===== config.mk =====
export PLATFORM = sky130hd
export DESIGN_NAME = ccr_branch_unit
export DESIGN_NICKNAME = d
export VERILOG_FILES = /design/src/rtl/ccr_branch_unit.sv
export SDC_FILE = /design/constraint.sdc
export NUM_CORES = 1
export LEC_CHECK = 0
export ABC_CLOCK_PERIOD_IN_PS = 1870
export CORE_AREA = 10 10 47 49
export CTS_BUF_LIST = sky130_fd_sc_hd__clkbuf_8
export DETAILED_ROUTE_END_ITERATION = 8
export DIE_AREA = 0 0 57 59
export DONT_BUFFER_PORTS = 1
export SYNTH_ARGS = -nofsm -noshare
export SYNTH_HDL_FRONTEND = slang
export SYNTH_SLANG_ARGS = --single-unit

===== constraint.sdc =====
create_clock -name i_clk -period 1.87 [get_ports i_clk]
set_input_delay 0.374 -clock i_clk [delete_from_list [all_inputs] [get_ports i_clk]]
set_output_delay 0.374 -clock i_clk [all_outputs]
set_load 0.03 [all_outputs]

===== src/rtl/ccr_branch_unit.sv =====
// Condition code register with SETC/CLRC, interrupt save/restore and branch resolution with a multi-cycle flush.
// Flags registered (1 cycle); branch decision combinational; o_flush high FLUSH_CYCLES cycles after a taken branch.
// Backpressure: i_stall freezes CCR and branch evaluation; flush counter and interrupt FSM keep running. Option: CCR_BYPASS_EN.
module ccr_branch_unit #(
    parameter int unsigned FLUSH_CYCLES = 2
) (
    input  logic       i_clk,
    input  logic       i_reset,
    input  logic       i_alu_zero,
    input  logic       i_alu_negative,
    input  logic       i_alu_carry,
    input  logic       i_flags_we,
    input  logic       i_setc,
    input  logic       i_clrc,
    input  logic       i_stall,
    input  logic       i_branch_valid,
    input  logic [1:0] i_branch_type,
    input  logic       i_int_save,
    input  logic       i_int_restore,
    output logic       o_zero_flag,
    output logic       o_negative_flag,
    output logic       o_carry_flag,
    output logic       o_branch_taken,
    output logic       o_flush,
    output logic       o_int_pending
);

    typedef enum logic {ST_NORMAL, ST_SAVED} state_t;

    localparam logic [2:0] FLUSH_LOAD = 3'(FLUSH_CYCLES);
    localparam logic [1:0] BR_JZ = 2'b00, BR_JN = 2'b01, BR_JC = 2'b10;

    state_t     state_q;
    logic [2:0] ccr_q;      // {Z, N, C}
    logic [2:0] shadow_q;
    logic [2:0] flush_cnt;
    logic       flush_q;
    logic       pending_q;

    logic [2:0] base_flags;
    logic [2:0] ab_flags;
    logic [2:0] cond_flags;
    logic [2:0] nxt_flags;
    logic [2:0] commit_flags;
    logic [2:0] flush_nxt;
    logic       cond;
    logic       taken;

    always_comb begin
        base_flags = i_flags_we ? {i_alu_zero, i_alu_negative, i_alu_carry} : ccr_q;
        ab_flags   = base_flags;
        if (i_setc && !i_clrc)
            ab_flags[0] = 1'b1;
        else if (i_clrc && !i_setc)
            ab_flags[0] = 1'b0;
    end

`ifdef CCR_BYPASS_EN
    assign cond_flags = ab_flags;
`else
    assign cond_flags = ccr_q;
`endif

    always_comb begin
        cond = 1'b1;
        case (i_branch_type)
            BR_JZ:   cond = cond_flags[2];
            BR_JN:   cond = cond_flags[1];
            BR_JC:   cond = cond_flags[0];
            default: cond = 1'b1;
        endcase
    end

    // Branches seen while a flush is still running are wrong-path and ignored.
    assign taken = i_branch_valid && !i_stall && (flush_cnt == 3'd0) && cond;

    always_comb begin
        nxt_flags = ab_flags;
        if (taken) begin
            case (i_branch_type)
                BR_JZ:   nxt_flags[2] = 1'b0;
                BR_JN:   nxt_flags[1] = 1'b0;
                BR_JC:   nxt_flags[0] = 1'b0;
                default: nxt_flags = ab_flags;
            endcase
        end
        commit_flags = i_stall ? ccr_q : nxt_flags;
    end

    always_comb begin
        if (taken)
            flush_nxt = FLUSH_LOAD;
        else if (flush_cnt != 3'd0)
            flush_nxt = flush_cnt - 3'd1;
        else
            flush_nxt = 3'd0;
    end

    always_ff @(posedge i_clk) begin
        if (i_reset) begin
            state_q   <= ST_NORMAL;
            ccr_q     <= 3'b000;
            shadow_q  <= 3'b000;
            flush_cnt <= 3'd0;
            flush_q   <= 1'b0;
            pending_q <= 1'b0;
        end else begin
            ccr_q     <= commit_flags;
            flush_cnt <= flush_nxt;
            flush_q   <= (flush_nxt != 3'd0);
            case (state_q)
                ST_NORMAL: begin
                    if (i_int_save) begin
                        shadow_q  <= commit_flags;
                        state_q   <= ST_SAVED;
                        pending_q <= 1'b1;
                    end
                end
                ST_SAVED: begin
                    // Restore wins over ALU writes, SETC/CLRC, branch clears and stall.
                    if (i_int_restore) begin
                        ccr_q     <= shadow_q;
                        state_q   <= ST_NORMAL;
                        pending_q <= 1'b0;
                    end
                end
                default: state_q <= ST_NORMAL;
            endcase
        end
    end

    assign o_zero_flag     = ccr_q[2];
    assign o_negative_flag = ccr_q[1];
    assign o_carry_flag    = ccr_q[0];
    assign o_branch_taken  = taken;
    assign o_flush         = flush_q;
    assign o_int_pending   = pending_q;

endmodule


==> summary.txt, run 1 <==
Synth Area in XOR/XNOR: 0
H-Tree Depth: 1
Hold path startpoint: i_reset
Fin crit share: 1.015
Routed WL per cell: 16.24 um
Worst-Margin Slew: 406.6 ps
Worst skew pair latency: 240 ps
Remaining antenna violation count after routing: 0
Post-synth EDFFs: 0
Fin crit period: 1898 ps
Fmax: 526.9 MHz
Hold Path Class: primary input to flip-flop
CTS buffer count: 3
Synth warn: 0
Worst R2R Setup Slack: 200 ps
Final slew viol count: 0
Final std cell area, no fill: 679.4 um2
Placed instance count: 83
Synthesized area: 565.5 um2
Largest net degree at the start of global routing: 13
Compound-cell area share of the yosys netlist: 0.1903
Worst setup EP type: output port
Post-CTS Hold Buffers: 0
Worst-path clk slew: 50 ps
Register bit total from synthesis: 12
DRT iter0 DRCs: 10
Finished Layout Cells: 90
Fraction of registers with async set/reset: 0
Worst reg-to-reg path cell count: 6
Total gr overflow: 0
Register area share after synthesis: 0.4248
DRC Markers: 0
Syn_area_per_cell: 8.701 um2
TritonRoute pass-1 iters: 4
Clk buf depth: 2
Via count of the routed design: 501
Buffers on Ports: 0
Top-area cell type share of the netlist area: 0.4248
Failing checks: negative setup slack
Synth area leaders: dfxtp_1 42%, nand2_1 6.0%, a21oi_1 5.3%, nor2_1 4.0%, nor4_4 3.8%
Status: finished with violations
Top-count cell post-synth: dfxtp_1
Post-synthesis mux area share: 0.05531
Area Growth Syn to Fin: 20.13%
Final #Nets: 90
Comb pwr share: 0.126
Vias in the first global route: 515
Core area: 1401 um2
Synth unique cells: 24
Routed vias/inst: 5.567
Most frequent cells after synthesis: 12 x dfxtp_1, 9 x nand2_1, 6 x a21oi_1, 6 x nor2_1, 4 x inv_1
Setup ws final: -28.03 ps
Io pins: 20
First-pass GRT wire length: 2311 um
Syn nets: 79
Initial antenna violation count: 0
PwrDens: 873.0 nW/um2
Chip height: 59 um
Max-cap viol count: 0
Endpoints failing hold: 0
CP Max Fanout: 3
TritonCTS clock tree: done
Dpl cell area: 604.3 um2
RSZ-0062 raised after global routing: true
Slew headroom: 0.7255
Net Sw Frac: 0.2503
Layout cell share with drive strength beyond 1: 0.2027
Maximum VDD drop: 0.4017 mV
LEAKAGE: 0.2658 nW
Die area: 3363 um2
Leading area contributor after synthesis: dfxtp_1
Rows: 14
Synth Instances: 65
Post-synthesis simple-gate area fraction: 0.2965
Crit Path Class: flip-flop to output port
Initial core utilization: 0.4036
Switch Pwr: 0.1484 mW
Root Buffer: clkbuf_8
Largest family of logic cells by synthesized area: simple AND/OR/NAND/NOR gates
Crit path arrival time: 1520 ps
FF-to-FF Start: flush_cnt[1]
WHS Endpoint: flush_cnt[1]
Clock share of power: 0.399
Hold path depth: 1
Sequential Power Share: 0.475
Final setup vio count: 1
Internal power: 0.4447 mW
RePlAce Congestion: 0.8441
Top FF cell, synth: dfxtp_1
CP Data Required Time: 1500 ps
Die W: 57 um
Final setup TNS: -28.03 ps
GR Util All Layers: 0.08597
Reg2reg end: shadow_q[2]
Setup crit start kind: flip-flop
Clk sinks: 12
Detailed Route WL: 1462 um
Ant diodes: 0
Post-synthesis adder-cell area fraction: 0
Worst Skew: 0.6073 ps
## repair_timing
item                       CTS  global route
setup endpoints to repair    1             1
gates resized for setup      1             2
buffers inserted             1             3
pin swaps                    1             3
gates cloned                 0             0
## logic make-up (layout without fill, tap and decap cells)
kind of cell,count (synthesis),in the layout
buffers and inverters,5,14
AND/OR/NAND/NOR,29,29
AO/OA/AOI/OAI,16,16
flip-flops,12,12
multiplexers,3,3
## per-layer routing
metal	GRT usage	share of wire
met2	0.1504	0.54
met5	0	0
met1	0.07581	0.34
met3	0.04936	0.094
met4	0.05034	0.026
## power groups by stage
stage	Clock, mW	Combinational (mW)	Sequential [mW]
global placement	0	0.0672	0.288
finish	0.236	0.0747	0.282
CTS	0.242	0.0701	0.283
global route	0.255	0.0808	0.284
detailed placement	0	0.0674	0.289
floorplan	0	0.0451	0.297
## cell type report
type / count / area [um2]
fillers: 143 / 721.9
multi-input cells: 48 / 306.5
flip-flops and latches: 12 / 244.0
repair buffers: 7 / 52.55
clock buffers: 3 / 41.29
well taps: 16 / 20.02
inverters: 4 / 15.01
## flip-flops by register name, indices dropped and copies added, names as in the netlist
register,flops
o_int_pending,1
shadow_q,3
o_flush,1
flush_cnt,3
ccr_q,3
state_q,1
## worst max-delay path, stage by stage, from the launching register on
cell	delay, ps
dfxtp_4	350
nor4_4	290
nand2_1	110
a311o_1	380
inv_2	150
## worst max-delay path by stage
| stage | startpoint | to | slack (ps) | cells past startpoint |
|---|---|---|---|---|
| after floorplan | i_stall | o_branch_taken | 240 | 4 |
| after global placement | i_stall | o_branch_taken | 170 | 4 |
| after detailed placement | i_stall | o_branch_taken | 150 | 4 |
| after CTS | flush_cnt[1] | o_branch_taken | 0.4 | 4 |
| after global routing | flush_cnt[1] | o_branch_taken | -90 | 4 |
| final | flush_cnt[1] | o_branch_taken | -30 | 4 |
## stage by stage
stage	hold WS (ps)	power [mW]	worst slack, ps	utilization
after floorplan	432.2	0.3416	237.7	-
after global placement	441.2	0.3555	172.2	0.4313
after detailed placement	447.3	0.3562	149.9	0.4313
after CTS	196.1	0.5958	0.3554	0.4661
after global routing	188.0	0.6199	-89.45	0.4848
final	191.7	0.5931	-28.03	0.4848
## cells in the final DEF, fill, tap and decap left out, drive strengths merged, types with 3 or more instances in the layout
master	count
a21oi	6
buf	7
clkbuf	3
dfxtp	12
inv	4
nand2	9
nand2b	3
nor2	6
nor2b	3
(Power assumes the default switching activity.)
==> run 2, diff against run 1 <==
--- a/config.mk
+++ b/config.mk
@@ -11,6 +11,7 @@
 export DETAILED_ROUTE_END_ITERATION = 8
 export DIE_AREA = 0 0 57 59
 export DONT_BUFFER_PORTS = 1
+export HOLD_SLACK_MARGIN = 0.15
 export SYNTH_ARGS = -nofsm -noshare
 export SYNTH_HDL_FRONTEND = slang
 export SYNTH_SLANG_ARGS = --single-unit
==> results of run 2 <==
Final layout, timing and power as in run 1 (identical DEF).
